`src/rtl/arith_pkg.sv`:
```
// Shared definitions for the serial adder/subtractor family.
package arith_pkg;

  // Default operand width used across the family.
  localparam int unsigned DefaultWidth = 4;

  // Sequencer states for the bit-serial arithmetic units.
  typedef enum logic [1:0] {
    StIdle,
    StShift,
    StDone
  } arith_state_e;

endpackage

```
`src/rtl/fsubtractor.sv`:
```
// Combinational 1-bit full subtractor: d = a - b - bin, with borrow-out.
module fsubtractor (
  input  logic a,
  input  logic b,
  input  logic bin,
  output logic d,
  output logic bout
);

  // Difference bit and borrow generation for a single bit position.
  always_comb begin
    d    = a ^ b ^ bin;
    bout = (~a & b) | (~(a ^ b) & bin);
  end

endmodule

```
`src/rtl/serial_subtractor.sv`:
```
// Bit-serial two's-complement subtractor: diff = x - y - bin, LSB first,
// one full-subtractor cell plus a registered borrow, start/busy/done handshake.
module serial_subtractor
  import arith_pkg::*;
#(
  parameter int unsigned WIDTH = DefaultWidth
) (
  input  logic             clk,
  input  logic             rst,
  input  logic             start,
  input  logic [WIDTH-1:0] x,
  input  logic [WIDTH-1:0] y,
  input  logic             bin,
  output logic             busy,
  output logic             done,
  output logic [WIDTH-1:0] diff,
  output logic             bout,
  output logic             ovf,
  output logic             zero
);

  localparam int unsigned CntW = (WIDTH > 1) ? $clog2(WIDTH) : 1;
  localparam logic [CntW-1:0] CntLast = CntW'(WIDTH - 1);

  arith_state_e state_q, state_d;

  logic [WIDTH-1:0] a_sr, b_sr, r_sr;
  logic [CntW-1:0]  cnt;
  logic             br;
  logic             xs, ys;
  logic             cell_d, cell_bout;

  fsubtractor u_cell (
    .a    (a_sr[0]),
    .b    (b_sr[0]),
    .bin  (br),
    .d    (cell_d),
    .bout (cell_bout)
  );

  // State register.
  always_ff @(posedge clk) begin
    if (rst) begin
      state_q <= StIdle;
    end else begin
      state_q <= state_d;
    end
  end

  // Next-state logic: start only honoured in idle, done lasts one cycle.
  always_comb begin
    state_d = state_q;
    unique case (state_q)
      StIdle:  if (start) state_d = StShift;
      StShift: if (cnt == CntLast) state_d = StDone;
      StDone:  state_d = StIdle;
      default: state_d = StIdle;
    endcase
  end

  // Serial datapath and registered result/handshake outputs.
  always_ff @(posedge clk) begin
    if (rst) begin
      a_sr <= '0;
      b_sr <= '0;
      r_sr <= '0;
      cnt  <= '0;
      br   <= 1'b0;
      xs   <= 1'b0;
      ys   <= 1'b0;
      busy <= 1'b0;
      done <= 1'b0;
      diff <= '0;
      bout <= 1'b0;
      ovf  <= 1'b0;
      zero <= 1'b0;
    end else begin
      busy <= (state_d == StShift);
      done <= (state_q == StDone);
      unique case (state_q)
        StIdle: begin
          if (start) begin
            a_sr <= x;
            b_sr <= y;
            br   <= bin;
            cnt  <= '0;
            xs   <= x[WIDTH-1];
            ys   <= y[WIDTH-1];
          end
        end
        StShift: begin
          a_sr <= a_sr >> 1;
          b_sr <= b_sr >> 1;
          r_sr <= {cell_d, r_sr[WIDTH-1:1]};
          br   <= cell_bout;
          cnt  <= cnt + 1'b1;
        end
        StDone: begin
          diff <= r_sr;
          bout <= br;
          // Overflow only possible when operand signs differ.
          ovf  <= (xs != ys) && (r_sr[WIDTH-1] != xs);
          zero <= (r_sr == '0);
        end
        default: ;
      endcase
    end
  end

endmodule
```
`config.mk`:
```
export PLATFORM = sky130hd
export DESIGN_NAME = serial_subtractor
export DESIGN_NICKNAME = d
export VERILOG_FILES = /design/src/rtl/arith_pkg.sv /design/src/rtl/fsubtractor.sv /design/src/rtl/serial_subtractor.sv
export SDC_FILE = /design/constraint.sdc
export NUM_CORES = 1
export LEC_CHECK = 0
export ABC_AREA = 1
export CORE_MARGIN = 5
export CORE_UTILIZATION = 40
export DETAILED_ROUTE_END_ITERATION = 8
export PLACE_DENSITY = 0.7
export SYNTH_ARGS = -nofsm -noshare
export SYNTH_HDL_FRONTEND = slang
export SYNTH_SLANG_ARGS = --single-unit
```
`constraint.sdc`:
```
create_clock -name clk -period 2.27 [get_ports clk]
set_input_delay 0.3405 -clock clk [delete_from_list [all_inputs] [get_ports clk]]
set_output_delay 0.3405 -clock clk [all_outputs]
set_load 0.02 [all_outputs]
```
==> results.json <==
{
  "antenna_found_initial": 0,
  "globalRouteMet2Util_pct": 19.3,
  "grt_max_degree": 26,
  "finalHoldViolCount": 0,
  "rsz0062_at_grt": "no",
  "status": "complete, no violations",
  "syn_to_final_growth_pct": 20.9,
  "detail-route-antenna-nets": 0,
  "path_class": "reg -> out",
  "cp_slowest_stage_delay_ps": 610,
  "path_cells": "clkdlybuf4s50_1",
  "r2r-start": "state_q[0]$_SDFF_PP0_",
  "vias_per_cell": 5.05,
  "hp-class": "reg -> reg",
  "drt-initial-drc-count": 34,
  "grt.total_usage_pct": 11.4,
  "worst_setup_path_start_kind": "flip-flop",
  "netlist_instances": 152,
  "clock-sinks": 28,
  "post_cts_resized": 0,
  "clock_power_share_pct": 33.2,
  "drt_first_pass_iters": 4,
  "fin_skew_ps": 2.22,
  "num_vias": 1020,
  "core.rowCount": 19,
  "die_area_sq_um": 4200,
  "required_ps": 1930,
  "gr-usage-met3_pct": 3.97,
  "finalWirelength_um": 2230,
  "dp_hpwl_um": 1650,
  "ys_ff_latch": 28,
  "hold_path_depth": 1,
  "num_antenna_cells": 0,
  "min_from": "cnt[0]$_SDFFE_PP0P_",
  "htree_num_levels": 1,
  "grt_overflow": 0,
  "combPwrFrac_pct": 12.4,
  "cp_max_fo": 2,
  "tns_ps": 0,
  "clock_latency_ps": 320,
  "crit_family": "buffers and inverters",
  "p_switching_w": 0.000229,
  "regToRegSetupSlack_ps": 930,
  "slew_violations": 0,
  "end_kind": "output port",
  "yosys_warnings": 0,
  "gp_congestion": 0.803,
  "p_int_w": 0.000749,
  "min_to": "cnt[0]$_SDFFE_PP0P_",
  "fin_area_sq_um": 1450,
  "core_area_sq_um": 2830,
  "ir_drop_uv": 486,
  "final.period_utilization_pct": 72.6,
  "dp.cells": 198,
  "io_pins": 21,
  "clkSlewWorstSetupHoldPaths_ps": 150,
  "max_freq_mhz": 606,
  "gr-usage-met1_pct": 14.1,
  "postCtsSetupBuffers": 0,
  "cts_hold_buffers": 0,
  "wl_per_cell_um": 11.0,
  "worst-path-buf-inv": 1,
  "p_seq_share_pct": 54.4,
  "avgSynthCellArea_sq_um": 7.91,
  "worst_path_max_delay_cell": "clkdlybuf4s50_1",
  "final.min_clock_period_ps": 1650,
  "sw_frac_of_total_pct": 23.4,
  "relSlewSlack_pct": 81.9,
  "syn_area_sq_um": 1200,
  "start_util_pct": 42.5,
  "maxCapViolCount": 0,
  "setup_viol": 0,
  "busiest_layer": "met2",
  "reg2reg_to": "br$_SDFFE_PP0P_",
  "placed_cell_area_sq_um": 1400,
  "drc": 0,
  "io_buffers": 20,
  "p_per_area_nw_per_um2": 673,
  "cts_tree": "yes",
  "yosysSeqAreaShare_pct": 46.6,
  "syn_nets": 166,
  "cellLeakagePower_nw": 0.612,
  "stdcell_count": 202,
  "cts_buffers": 3,
  "whs_ps": 480,
  "worst_pin_slew_ps": 271,
  "grt_first_pass_wirelength_um": 3920,
  "rr_worst_depth": 6,
  "clockBufferDepth": 2,
  "p_total_w": 0.000978,
  "arrival_ps": 1310,
  "grt_pass1_vias": 953,
  "dieHeight_um": 64.8,
  "cts_root_buffer": "clkbuf_4",
  "die_x_um": 64.8,
  "synth.distinct_cells": 20,
  "finish.net_count": 186,
  "drive_above_1_share_pct": 7.02
}
## cell usage after synthesis (all sizes together)
| cell | instances | area share [%] |
|---|---|---|
| nand4 | 1 | 0.52 |
| o21ai | 13 | 5.4 |
| dfxtp | 28 | 47 |
| nand2 | 18 | 7.1 |
| nor2 | 12 | 5.1 |
| clkbuf | 2 | 0.83 |
| a21oi | 22 | 9.2 |
| inv | 25 | 8.0 |
| nand3 | 22 | 9.2 |
| fa | 1 | 1.7 |
| a211oi | 1 | 1.0 |
| ha | 1 | 1.0 |
| nor3b | 1 | 0.62 |
| buf | 5 | 3.7 |
## cells in the final DEF (no fill, tap or decap)
master,count
ha_1,1
nor2_8,1
buf_4,2
nor3b_1,1
fa_1,1
bufinv_16,1
nor2_1,11
clkbuf_4,3
nand2_2,1
inv_1,24
nand3_1,22
o21ai_0,13
nand4_1,1
nand2_1,15
dfxtp_1,28
clkdlybuf4s50_1,20
inv_4,1
a211oi_2,1
nand2_4,2
a21oi_1,22
## registers in the layout, summed over array words and instances (netlist names)
signal   count
a_sr         4
b_sr         4
bout         1
br           1
busy         1
cnt          2
diff         4
done         1
ovf          1
r_sr         4
state_q      2
xs           1
ys           1
zero         1
## cells by family after synthesis
| family | synth area share [%] |
|---|---|
| AO/OA/AOI/OAI | 15.6 |
| adder cells (fa/ha/maj) | 2.71 |
| buffers and inverters | 12.6 |
| flip-flops | 46.6 |
| AND/OR/NAND/NOR | 22.5 |
## stage by stage
stage	worst slack, ps	utilization (%)
floorplan	1150	-
finish	621	51.4
detailed placement	688	49.5
global placement	725	49.5
CTS	599	51.4
global route	554	51.4
## per-layer routing
| layer | vias up | part of all wire, % |
|---|---|---|
| met5 | - | 0 |
| met4 | 0 | 0.58 |
| met3 | 2 | 4.6 |
| met2 | 24 | 47 |
| met1 | 468 | 48 |
| li1 | 526 | - |
## final cells by class
cell class / count / area (sq um)
Multi-Input combinational cell: 92 / 490
Fill cell: 289 / 1380
Sequential cell: 28 / 561
Tap cell: 31 / 38.8
Inverter: 25 / 96.3
Timing Repair Buffer: 22 / 215
Clock inverter: 1 / 30.0
Clock buffer: 3 / 22.5
## power by group through the flow
stage               Combinational, W  Sequential (W)  Clock (W)
floorplan                  0.0000858        0.000542          0
global placement            0.000119        0.000542          0
detailed placement          0.000122        0.000543          0
CTS                         0.000123        0.000532   0.000334
global route                0.000139        0.000536   0.000351
finish                      0.000122        0.000532   0.000324
## worst max path at each step
stage                         start                   end  slack (ps)  depth (start not counted)
2_1_floorplan  b_sr[0]$_SDFFE_PP0P_  r_sr[3]$_SDFFE_PP0N_        1150                          4
3_5_place_dp                  start       br$_SDFFE_PP0P_         690                          6
3_3_place_gp                  start       br$_SDFFE_PP0P_         730                          6
5_1_grt           zero$_SDFFE_PP0P_                  zero         550                          1
4_1_cts        diff[1]$_SDFFE_PP0P_               diff[1]         600                          1
6_report          zero$_SDFFE_PP0P_                  zero         620                          1
Power figures use the tool's default switching activity.
